===== config.mk =====
export PLATFORM = sky130hd
export DESIGN_NAME = div_req_dispatch
export DESIGN_NICKNAME = d
export VERILOG_FILES = /design/src/rtl/div_req_dispatch.sv
export SDC_FILE = /design/constraint.sdc
export NUM_CORES = 1
export LEC_CHECK = 0
export ABC_AREA = 1
export CELL_PAD_IN_SITES_DETAIL_PLACEMENT = 2
export CELL_PAD_IN_SITES_GLOBAL_PLACEMENT = 2
export CORE_AREA = 4 4 98 169
export DETAILED_ROUTE_END_ITERATION = 6
export DIE_AREA = 0 0 102 173
export MAX_ROUTING_LAYER = met4
export PLACE_DENSITY = 0.85
export SLEW_MARGIN = 10
export SYNTH_ARGS = -nofsm -noshare
export SYNTH_HDL_FRONTEND = slang
export SYNTH_SLANG_ARGS = --single-unit

===== constraint.sdc =====
create_clock -name clk -period 2.85 [get_ports clk]
set_input_delay 0.285 -clock clk [delete_from_list [all_inputs] [get_ports clk]]
set_output_delay 0.285 -clock clk [all_outputs]
set_load 0.01 [all_outputs]

===== src/rtl/div_req_dispatch.sv =====
// rtl/div_req_dispatch.sv - queues division requests and dispatches them one at a time to a radix-2 divider
module div_req_dispatch #(
    parameter int DEPTH = 4,
    parameter int TAGW  = 2
) (
    input  logic            clk,
    input  logic            rst,
    input  logic            in_valid,
    output logic            in_ready,
    input  logic [7:0]      in_dividend,
    input  logic [7:0]      in_divisor,
    input  logic            in_sign,
    input  logic [TAGW-1:0] in_tag,
    output logic            div_opn_valid,
    output logic [7:0]      div_dividend,
    output logic [7:0]      div_divisor,
    output logic            div_sign,
    input  logic            div_res_valid,
    output logic            div_res_ready,
    input  logic [15:0]     div_result,
    output logic            out_valid,
    input  logic            out_ready,
    output logic [7:0]      out_quotient,
    output logic [7:0]      out_remainder,
    output logic [TAGW-1:0] out_tag,
    output logic            out_dbz
);

    localparam int AW = $clog2(DEPTH);
    localparam int EW = 17 + TAGW;

    typedef enum logic [1:0] {IDLE, ISSUE, WAIT} state_t;

    state_t          state;
    logic [EW-1:0]   mem [DEPTH];
    logic [AW-1:0]   wr_ptr;
    logic [AW-1:0]   rd_ptr;
    logic [AW:0]     count;
    logic [TAGW-1:0] tag_q;

    logic            push;
    logic            pop;
    logic [7:0]      head_dividend;
    logic [7:0]      head_divisor;
    logic            head_sign;
    logic [TAGW-1:0] head_tag;

    assign {head_dividend, head_divisor, head_sign, head_tag} = mem[rd_ptr];

    // No pop credit when full: in_ready depends on count alone.
    assign in_ready      = (count < (AW+1)'(DEPTH));
    assign push          = in_valid && in_ready;
    assign pop           = (state == IDLE) && (count != '0) && !out_valid;
    assign div_res_ready = (state == WAIT) && !out_valid;

    always_ff @(posedge clk) begin
        if (push) begin
            mem[wr_ptr] <= {in_dividend, in_divisor, in_sign, in_tag};
        end
    end

    always_ff @(posedge clk) begin
        if (rst) begin
            state         <= IDLE;
            wr_ptr        <= '0;
            rd_ptr        <= '0;
            count         <= '0;
            tag_q         <= '0;
            div_opn_valid <= 1'b0;
            div_dividend  <= 8'd0;
            div_divisor   <= 8'd0;
            div_sign      <= 1'b0;
            out_valid     <= 1'b0;
            out_quotient  <= 8'd0;
            out_remainder <= 8'd0;
            out_tag       <= '0;
            out_dbz       <= 1'b0;
        end else begin
            if (push) begin
                wr_ptr <= wr_ptr + 1'b1;
            end
            if (pop) begin
                rd_ptr <= rd_ptr + 1'b1;
            end
            count <= count + {{AW{1'b0}}, push} - {{AW{1'b0}}, pop};

            if (out_valid && out_ready) begin
                out_valid <= 1'b0;
            end

            case (state)
                IDLE: begin
                    if (pop) begin
                        div_dividend <= head_dividend;
                        div_divisor  <= head_divisor;
                        div_sign     <= head_sign;
                        tag_q        <= head_tag;
                        // Divide-by-zero never reaches the divider.
                        if (head_divisor == 8'd0) begin
                            out_valid     <= 1'b1;
                            out_quotient  <= 8'hFF;
                            out_remainder <= head_dividend;
                            out_tag       <= head_tag;
                            out_dbz       <= 1'b1;
                        end else begin
                            div_opn_valid <= 1'b1;
                            state         <= ISSUE;
                        end
                    end
                end
                ISSUE: begin
                    div_opn_valid <= 1'b0;
                    state         <= WAIT;
                end
                WAIT: begin
                    if (div_res_valid && div_res_ready) begin
                        out_valid     <= 1'b1;
                        out_quotient  <= div_result[7:0];
                        out_remainder <= div_result[15:8];
                        out_tag       <= tag_q;
                        out_dbz       <= 1'b0;
                        state         <= IDLE;
                    end
                end
                default: state <= IDLE;
            endcase
        end
    end

endmodule

Word level (Yosys, flattened, before mapping)
Memory sizes are Yosys's and may differ from the RTL's. A register that Yosys moved wholly into a read port is not among the register bits.
Index checks and enable logic that the tools add are counted.
{"block": "classes", "add_sub_neg": 4, "order_cmp": 1, "n_reduce_logical": 16, "n_mux": 32, "n_eq_ne": 6}
{"operator": "2-to-1 mux 8 bit", "n": 6}
{"operator": "case mux 8 bit (2 select lines)", "n": 2}
{"operator": "2-to-1 mux 2 bit", "n": 8}
{"operator": "2-to-1 mux 1 bit", "n": 11}
{"operator": "zero test 8 bit", "n": 1}
{"operator": "logical AND 1 bit", "n": 6}
{"operator": "case mux 1 bit (2 select lines)", "n": 3}
{"operator": "case mux 2 bit (3 select lines)", "n": 1}
{"operator": "AND reduction 3 bit", "n": 2}
{"operator": "adder 2 x 1 -> 2 bit (second input constant)", "n": 2}
{"operator": "inequality test 2 x 1 -> 1 bit (second input constant)", "n": 2}
{"operator": "inequality test 2 bit (second input constant)", "n": 2}
{"operator": "case mux 2 bit (2 select lines)", "n": 1}
{"operator": "AND reduction 4 bit", "n": 1}
{"operator": "nonzero test 2 bit", "n": 2}
{"operator": "adder 3 x 1 -> 3 bit", "n": 1}
{"operator": "< comparator 3 bit (second input constant)", "n": 1}
{"operator": "nonzero test 3 bit", "n": 1}
{"operator": "subtractor 3 x 1 -> 3 bit", "n": 1}
{"operator": "== test 2 x 1 -> 1 bit (second input constant)", "n": 1}
{"operator": "== test 2 bit (second input constant)", "n": 1}
{"operator": "zero test 2 bit", "n": 1}
{"operator": "AND reduction 2 bit", "n": 1}
{"operator": "zero test 1 bit", "n": 1}
{"block": "word_totals", "n_memories": 1, "output_inout_bits": 40, "regBits": 49, "ram_bits": 76, "elab_cells": 74}
{"name": "mem", "words": 4, "width": 19, "read_ports": 1, "rd_ports_with_merged_regs": 1, "wr": 1, "line": "35", "text": "logic [EW-1:0] mem [DEPTH];"}

Logic depth before layout (Yosys ltp)
Gate-level depths: netlist of run 1.
{"block": "depth", "ltp_word": 5, "ltp_mapped": 13}

Worst setup path before layout of run 1
No wires, ideal clock.
{"block": "synth_path", "kind": "register -> register", "start": "reg state[1]", "end": "reg count[1]", "arrival_ns": 1.904, "setup_time_ns": 0.109, "synth_period_minus_slack_ns": 2.013, "slack_ns": 0.837, "stages_incl_launch_ff": 12, "cell_sequence": "dfxtp_1 > nor2_1 > inv_1 > nor3_1 > buf_2 > clkbuf_1 > nand2_1 > nand2_1 > ha_1 > fa_1 > inv_1 > nor2_1"}
{"block": "synth_between", "elab_chain_len": 4}
{"element": "from (decl)", "line": "34", "text": "state_t state;"}
{"element": "from (signal assigned)", "line": "64", "text": "state <= IDLE;"}
{"element": "from (signal assigned)", "line": "107", "text": "state <= ISSUE;"}
{"element": "from (signal assigned)", "line": "113", "text": "state <= WAIT;"}
{"element": "zero test 2 bit", "line": "53", "text": "assign pop = (state == IDLE) && (count != '0) && !out_valid;"}
{"element": "logical AND 1 bit (2 in series)", "line": "53"}
{"element": "subtractor 3 x 1 -> 3 bit", "line": "85", "text": "count <= count + {{AW{1'b0}}, push} - {{AW{1'b0}}, pop};"}
{"element": "to (signal assigned)", "line": "85"}
{"element": "to (decl)", "line": "38", "text": "logic [AW:0] count;"}
No other way between the ends.
A chain may end at the register's enable or synchronous reset.

Worst setup path after layout of run 1
{"block": "layout_path", "start": "reg state[1]", "end": "out div_res_ready"}
{"block": "layout_between", "elab_chain_len": 2}
{"element": "== test 2 bit", "line": "54", "text": "assign div_res_ready = (state == WAIT) && !out_valid;"}
{"element": "logical AND 1 bit", "line": "54"}
{"element": "to (decl)", "line": "19", "text": "output logic div_res_ready,"}
No other way between the ends.

==> reports/results.ini, run 1 <==
[global_routing]
grt_use_total_pct = 18.4
grt_pass1_vias = 4453
grt_pass1_wl_mm = 24.1
antenna_found_initial = 0
grt_max_degree = 46
gr-total-overflow = 0

[detailed_routing]
drt-initial-drc-count = 196
drc_errors = 0
wire_per_inst_um = 19.4
ant_nets = 0
routed-via-count = 3966
drtPass1Iterations = 4
routed_wl_mm = 15.2
viasPerCell = 5.07

[sta]
holdWs_ps = 480
period_share_pct = 80.3
final-hold-violation-count = 0
fmax_mhz = 437
worstMarginPinSlew_ps = 640
rsz0062_at_grt = no
setup_viol = 0
setup_tns_ps = 0
slew_headroom_pct = 57.3
drv_slew = 0
finalCriticalPeriod_ps = 2290
skew_ps = 9.63

[power]
seq_power_share_pct = 36.6
power.density_mw_per_mm2 = 1030
power.switching_mw = 2.49
clkPwrFrac_pct = 30.3
ir_worst_vdd_v = 0.000578
power_frac_comb_pct = 33.2
swShare_pct = 36.5
cellLeakagePower_nw = 2.52
intPower_mw = 4.32

[layout]
finalInstanceArea_mm2 = 0.00661
fillers = 1620
area_growth_pct = 30.4
nNetsFinal = 630
multiInputGateArea_mm2 = 0.00150
utilization_pct = 43.2
ff_latch_area_mm2 = 0.00330
drive_gt1_share_pct = 9.72
n_antenna_cell = 0

[min_path]
hold_path_class = reg2reg

[synth]
ys_ff_latch = 127
synth_top_cell_area_share_pct = 45.0
synth_top_area_cell = edfxtp_1
synthTopCellsByArea = edfxtp_1 45%, dfxtp_1 20%, nand2_1 6.1%, nor2_1 5.3%, o21ai_0 5.0%
syn_nets = 548
syn_avg_cell_area_um2 = 10.1
synth_area_mm2 = 0.00507
yosysSeqAreaShare_pct = 65.2
synth.distinct_cells = 28
ys_warn_count = 0
synth_cells = 502

[clocking]
ctsHoldBuffers = 0
tritoncts = yes
clkLatencyLatePin_ps = 420
clock-root-buffer = clkbuf_16
path_clk_slew_ps = 60
cts_max_path_buffers = 2
clock_sinks = 127
numCtsBuffers = 17
cts_resized = 0
cts_setup_buffers = 0
h-tree-depth = 4

[floorplan]
chipHeight_um = 173
die_w_um = 102
initial_utilization_pct = 33.1
pin_count = 80
coreArea_mm2 = 0.0153
die-area_mm2 = 0.0176
fp-row-count = 60

[worst_setup_path]
crit_slowest_cell = clkdlybuf4s50_1
cpLargestDelayFamily = buffers and inverters
cp_common_cell = inv_2
path_cells = inv_2 -> nor2_2 -> buf_4 -> inv_2 -> nor2_1 -> clkdlybuf4s50_1
worst_ep_required_time_ps = 2570
end_kind = output port
crit_buf_inv = 4
slowest_delay_ps = 560
critPathLaunchType = flop
critical_path_class = reg2out
worstPathArrival_ps = 2000
worstPathMaxFanout = 22

[placement]
portBuffers = 79
gp_congestion = 0.722
dp_hpwl_mm = 9.62
place_area_mm2 = 0.00605

[flow_run]
cap_violations = 0

[outcome]
status = completed

==> kinds of logic after synthesis <==
logic type | share of synthesized area (%)
XOR/XNOR | 0.173
flip-flops | 65.2
adder cells (fa/ha/maj) | 1.63
AND/OR/NAND/NOR | 17.5
AO/OA/AOI/OAI | 10.2
buffers and inverters | 5.31
==> final timing paths <==
kind,from,endpoint,slack [ps],cells after the start
worst max-delay path,state[1],div_res_ready,560,6
worst min-delay path,div_opn_valid,div_opn_valid,480,2
worst max register to register,flop,out_tag[1],720,10
worst min register to register,div_opn_valid,div_opn_valid,480,2
==> layout make-up <==
type	count	area share, %
Timing Repair Buffer	89	13.1
Multi-Input combinational cell	310	22.7
Tap cell	186	3.52
Clock inverter	14	1.99
Inverter	39	2.21
Clock buffer	18	6.49
Sequential cell	127	50.0
==> placed cells by master (no fill, tap or decap), types with 2 or more instances in the layout <==
cell	count
a21oi_1	28
buf_4	10
clkbuf_16	17
clkdlybuf4s50_1	79
clkinv_4	2
clkinvlp_4	3
dfxtp_1	51
edfxtp_1	76
ha_1	5
inv_1	35
inv_2	4
inv_6	6
nand2_1	83
nand3_1	37
nor2_1	71
nor2_4	2
o21ai_0	51
o21ai_1	6
o22a_1	10
or2_2	7
==> worst reg2reg max path, stage by stage (launching register included) <==
cell	delay, ps
dfxtp_1	450
inv_2	360
nand3_1	150
nand2_1	130
nand2_1	120
nor2_4	180
nand2_1	110
nand2_2	110
nand2_4	140
nor2_1	180
nor2_1	60
==> per-layer routing <==
layer / wire length, µm / track usage, % / vias to the layer above / part of all wire, %
met4: 504 / 8.76 / 0 / 3.3
met5: 0 / - / - / 0
met3: 548 / 3.35 / 36 / 3.6
li1: - / - / 1857 / -
met2: 8360 / 32.2 / 98 / 55
met1: 5810 / 19.6 / 1975 / 38
==> cell usage after synthesis <==
| cell type | instances |
|---|---|
| a21oi_1 | 28 |
| a31oi_1 | 1 |
| buf_1 | 3 |
| buf_2 | 5 |
| buf_4 | 1 |
| buf_6 | 2 |
| clkbuf_1 | 15 |
| dfxtp_1 | 51 |
| edfxtp_1 | 76 |
| fa_1 | 1 |
| ha_1 | 5 |
| inv_1 | 35 |
| inv_2 | 4 |
| nand2_1 | 83 |
| nand2_2 | 1 |
| nand2_4 | 1 |
| nand3_1 | 37 |
| nand3_4 | 1 |
| nand4_1 | 1 |
| nor2_1 | 71 |
| nor2_2 | 1 |
| nor2_4 | 2 |
| nor3_1 | 2 |
| o21ai_0 | 51 |
| o21ai_1 | 6 |
| o22a_1 | 10 |
| or2_2 | 7 |
| xor2_1 | 1 |
==> power by group through the flow <==
stage	combinational (mW)	sequential, mW	clock [mW]
6_report	2.26	2.49	2.06
5_1_grt	2.52	2.52	2.20
4_1_cts	2.30	2.49	2.10
3_5_place_dp	2.19	2.52	0
3_3_place_gp	2.07	2.49	0
2_1_floorplan	1.30	2.52	0
==> sequential cells by signal, summed over array words and instances (netlist names), named ones only <==
| signal | count |
|---|---|
| out_quotient | 8 |
| count | 3 |
| out_remainder | 8 |
| div_divisor | 8 |
| div_opn_valid | 1 |
| out_valid | 1 |
| rd_ptr | 2 |
| div_dividend | 8 |
| tag_q | 2 |
| mem | 76 |
| state | 2 |
| div_sign | 1 |
| wr_ptr | 2 |
| out_dbz | 1 |
| out_tag | 2 |
==> metrics by stage <==
stage | worst slack (ps) | std cells | power, mW
finish | 561 | 783 | 6.81
global route | 407 | 783 | 7.24
CTS | 503 | 783 | 6.89
detailed placement | 682 | 751 | 4.71
global placement | 842 | 751 | 4.56
floorplan | 837 | 502 | 3.82
(Power assumes the default switching activity.)
==> run 2, diff against run 1 <==
- clock period: 2.85 -> 2.3 ns (I/O delays scaled with it)
==> run 2 against run 1 <==
Against the previous run:
- count of clock-buffer cells in the layout decreased by 1
- critical path depth increased by 4
- combinational power is 25% higher
- routed wire length is 0.37% higher
- final cell count grew 0.51%
- total power up 25%
- sequential power rose by 23%
- worst hold slack got worse by 29 ps
==> reports/results.ini, run 2 (synthesis gave the netlist of run 1 again) <==
[sta]
fmax_mhz = 479
drv_slew = 0
rsz0062_at_grt = no
finalCriticalPeriod_ps = 2090
skew_ps = 8.18
slew_headroom_pct = 72.3
final-hold-violation-count = 0
setup_tns_ps = 0
worstMarginPinSlew_ps = 415
setup_viol = 0
period_share_pct = 90.7

[worst_setup_path]
worstPathArrival_ps = 2420
critical_path_class = reg2reg
end_kind = flop
worstPathMaxFanout = 13
slowest_delay_ps = 360
critPathLaunchType = flop
crit_end = count[2]
path_depth = 10
reg2reg_setup_slack_ps = 210
crit_buf_inv = 2
path_cells = nor3_1 -> nor3_2 -> buf_4 -> nand2_1 -> nand2_1 -> ha_1 -> fa_1 -> inv_1 -> o21ai_0 -> a21oi_1
cpLargestDelayFamily = simple AND/OR/NAND/NOR gates
crit_slowest_cell = fa_1
worstSetupStartpoint = count[2]
regToRegStartpoint = count[2]
cp_common_cell = nand2_1
r2r_cells = 10
worst_ep_required_time_ps = 2640
worst_r2r_endpoint = count[2]

[clocking]
tritoncts = yes
clock_sinks = 127
clkLatencyLatePin_ps = 420
cts_max_path_buffers = 2
path_clk_slew_ps = 60
clock-root-buffer = clkbuf_16
numCtsBuffers = 17
h-tree-depth = 4
ctsHoldBuffers = 0

[layout]
multiInputGateArea_mm2 = 0.00150
utilization_pct = 43.5
layout_commonest_cell = nand2_1
fillers = 1597
area_growth_pct = 31.5
largest_reg_flops = 76
n_antenna_cell = 0
finalNonFillerCells = 787
mostFrequentLayoutCells = 83 x nand2_1, 79 x clkdlybuf4s50_1, 76 x edfxtp_1
regMostFlops = mem
ff_latch_area_mm2 = 0.00330
drive_gt1_share_pct = 10.6
finalInstanceArea_mm2 = 0.00667
nNetsFinal = 634

[floorplan]
die-area_mm2 = 0.0176
initial_utilization_pct = 33.1
die_w_um = 102
pin_count = 80
fp-row-count = 60
coreArea_mm2 = 0.0153
chipHeight_um = 173

[power]
ir_worst_vdd_v = 0.000549
cellLeakagePower_nw = 2.56
power.density_mw_per_mm2 = 1280

[detailed_routing]
drtPass1Iterations = 4
drc_errors = 0
routed_wl_mm = 15.3
ant_nets = 0
routed-via-count = 3892
viasPerCell = 4.95
wire_per_inst_um = 19.4
drt-initial-drc-count = 102

[placement]
numPlacedInstances = 755
place_area_mm2 = 0.00609
dp_hpwl_mm = 10.1
gp_congestion = 0.778
portBuffers = 79

[outcome]
status = completed

[global_routing]
grt_pass1_wl_mm = 24.4
grt_use_total_pct = 18.6
grt_pass1_vias = 4507
antenna_found_initial = 0
grt_max_degree = 45
gr-total-overflow = 0

[flow_run]
cap_violations = 0

[min_path]
hold_path_class = in2reg
min_path_cells = 1

==> run 2: cell count changes in the layout (fill, tap and decap cells not counted), sizes merged <==
cell      previous run  this run
buf                 10        14
inv                 45        48
clkinvlp             3         1
clkbuf              18        17
==> run 2: worst min path at each step <==
stage                         startpoint             to  slack (ps)
after floorplan                      rst        out_dbz         300
after global placement         rd_ptr[0]      rd_ptr[0]         460
after detailed placement   div_opn_valid  div_opn_valid         470
after CTS                 in_dividend[6]     mem[3][17]         440
after global routing           in_tag[0]      mem[3][0]         450
final                     in_dividend[6]     mem[0][17]         450
==> run 2: metrics by stage <==
stage / total power [mW] / hold slack [ps] / worst slack [ps]
floorplan: 4.73 / 299 / 287
global placement: 5.69 / 457 / 392
detailed placement: 5.88 / 468 / 209
CTS: 8.63 / 438 / 157
global route: 9.09 / 446 / 24.4
finish: 8.52 / 451 / 214
==> run 2: layer usage <==
| metal | GRT usage [%] | part of all wire (%) | wire length [µm] | up-vias |
|---|---|---|---|---|
| li1 | - | - | - | 1864 |
| met2 | 33.3 | 56 | 8550 | 78 |
| met5 | - | 0 | 0 | - |
| met4 | 5.80 | 1.8 | 273 | 0 |
| met1 | 20.2 | 40 | 6090 | 1930 |
| met3 | 3.51 | 2.4 | 366 | 20 |
==> run 2: cell type report <==
type                    instances  area share [%]
well taps                     186            3.49
repair buffers                 93            13.7
flip-flops and latches        127            49.5
inverters                      39            2.20
clock inverters                15            2.20
multi-input cells             310            22.5
clock buffers                  17            6.38
==> run 2: timing repair <==
action                                  4_1_cts  5_1_grt
endpoints found under the setup margin        0       16
resized for setup                             0        1
hold endpoints to repair                      0        0
buffers inserted                              0        0
==> run 2: where the power goes <==
| part | total [mW] | switching [mW] | internal (mW) |
|---|---|---|---|
| clock network | 2.62 | 1.10 | 1.52 |
| logic | 2.83 | 1.77 | 1.07 |
| registers | 3.07 | 0.235 | 2.84 |
| total | 8.52 | 3.10 | 5.42 |
==> run 2: worst register-to-register path, cell delays in order (launching register included) <==
cell	delay, ps
dfxtp_1	340
nor3_1	280
nor3_2	100
buf_4	190
nand2_1	130
nand2_1	70
ha_1	200
fa_1	360
inv_1	80
o21ai_0	90
a21oi_1	170
==> run 3, diff against run 2 <==
- CELL_PAD_IN_SITES_DETAIL_PLACEMENT: 2 -> 0
- CELL_PAD_IN_SITES_GLOBAL_PLACEMENT: 2 -> 1
- CORE_AREA: 4 4 98 169 -> 4 4 96 167
- DIE_AREA: 0 0 102 173 -> 0 0 100 171
- PLACE_DENSITY: 0.85 -> 0.75
==> run 3 against run 2 <==
Against the previous run:
- global-route usage shrank 4.1 points
- sequential power shrank 1%
- non-clock buffer count grew 1
- clock skew is essentially flat
- sequential cell count is the same
- setup slack gained 130 ps
- total power shrank 3.6%
- count of clock-buffer cells in the layout is the same
- critical path type unchanged
- critical endpoint is now count[1]
- largest power group unchanged
==> reports/results.ini, run 3 (synthesis gave the netlist of run 1 again) <==
[worst_setup_path]
path_cells = nor2_1 -> inv_1 -> nor3_2 -> buf_4 -> nand2_1 -> nand2_1 -> ha_1 -> fa_1 -> inv_1 -> nor2_1
r2r_cells = 10
slowest_delay_ps = 420
worstPathArrival_ps = 2250
critical_path_class = reg2reg
end_kind = flop
worstPathMaxFanout = 11
crit_buf_inv = 3
path_depth = 10
worst_ep_required_time_ps = 2590
critPathLaunchType = flop
crit_slowest_cell = fa_1
cpLargestDelayFamily = adder cells

[layout]
n_antenna_cell = 0
area_growth_pct = 31.4
mostFrequentLayoutCells = 83 x nand2_1, 79 x clkdlybuf4s50_1, 76 x edfxtp_1
drive_gt1_share_pct = 10.8
largest_reg_flops = 76
fillers = 1385
layout_commonest_cell = nand2_1
regMostFlops = mem
nNetsFinal = 635

[global_routing]
grt_pass1_vias = 3691
grt_use_total_pct = 14.5
grt_max_degree = 37
grtUsageMet1_pct = 14.5
top_usage_layer = met2
met2_usage_pct = 25.9
antenna_found_initial = 0
gr-total-overflow = 0
grt_pass1_wl_mm = 18.2
grt.met3_usage_pct = 4.00

[floorplan]
pin_count = 80
fp-row-count = 59
initial_utilization_pct = 34.5
chipHeight_um = 171
die-area_mm2 = 0.0171
die_w_um = 100
coreArea_mm2 = 0.0147

[clocking]
tritoncts = yes
cts_setup_buffers = 0
ctsHoldBuffers = 0
path_clk_slew_ps = 60
cts_resized = 0
cts_max_path_buffers = 2
h-tree-depth = 4
clock-root-buffer = clkbuf_16
numCtsBuffers = 17
clkLatencyLatePin_ps = 410
clock_sinks = 127

[placement]
dp_hpwl_mm = 8.10
gp_congestion = 0.782
portBuffers = 79

[detailed_routing]
ant_nets = 0
routed-via-count = 3687
wire_per_inst_um = 14.7
drc_errors = 0
drt-initial-drc-count = 197
routed_wl_mm = 11.6
drtPass1Iterations = 4
viasPerCell = 4.70

[power]
power.total_mw = 8.22
intPower_mw = 5.40
cellLeakagePower_nw = 2.54
swShare_pct = 34.4
power.density_mw_per_mm2 = 1230
ir_worst_vdd_v = 0.000547
seq_power_share_pct = 36.9
clkPwrFrac_pct = 30.4
power_frac_comb_pct = 32.7
power.switching_mw = 2.82

[sta]
drv_slew = 0
slew_headroom_pct = 75.8
finalCriticalPeriod_ps = 1960
period_share_pct = 85.1
skew_ps = 8.57
setup_tns_ps = 0
fmax_mhz = 511
setup_viol = 0
rsz0062_at_grt = no
worstMarginPinSlew_ps = 363
final-hold-violation-count = 0

[outcome]
status = completed

[min_path]
min_path_cells = 1
hold_path_class = in2reg

[flow_run]
cap_violations = 0

-- run 3: cell count changes in the layout (fill, tap and decap cells not counted), sizes merged --
| cell | change |
|---|---|
| clkinv | +2 |
| inv | -6 |
| buf | +1 |
| clkinvlp | +4 |
-- run 3: stage by stage --
stage	instance area [µm²]	cells	setup WS, ps	hold WS [ps]	util (%)
finish	6660	785	343	446	45.3
global route	6660	785	197	441	45.3
CTS	6660	785	316	435	45.3
detailed placement	6100	753	327	462	41.5
global placement	6100	753	422	454	41.5
floorplan	5070	502	287	299	-
-- run 3: cell type report --
class                      instances  area, µm²  area share, %
timing repair buffer              94        916           13.7
multi-input combinational        310       1500           22.6
tap                              183        229           3.44
clock buffer                      17        425           6.39
sequential                       127       3300           49.6
inverter                          39        146           2.20
clock inverter                    15        139           2.08
-- run 3: power by group through the flow --
stage / Combinational (mW) / Sequential [mW] / Clock [mW]
after floorplan: 1.62 / 3.12 / 0
after global placement: 2.67 / 3.07 / 0
after detailed placement: 2.71 / 3.08 / 0
after CTS: 2.72 / 3.04 / 2.54
after global routing: 3.00 / 3.08 / 2.64
final: 2.68 / 3.03 / 2.50
-- run 3: per-layer routing --
layer | vias up | routed length [µm]
met5 | - | 0
met4 | 0 | 191
met3 | 15 | 554
met2 | 87 | 6330
met1 | 1721 | 4480
li1 | 1864 | -
-- run 3: final timing paths --
kind	end	slack [ps]	from
max	count[1]	340	state[1]
min	mem[3][11]	450	in_dividend[0]
max reg2reg	count[1]	340	state[1]
min reg2reg	div_opn_valid	470	div_opn_valid
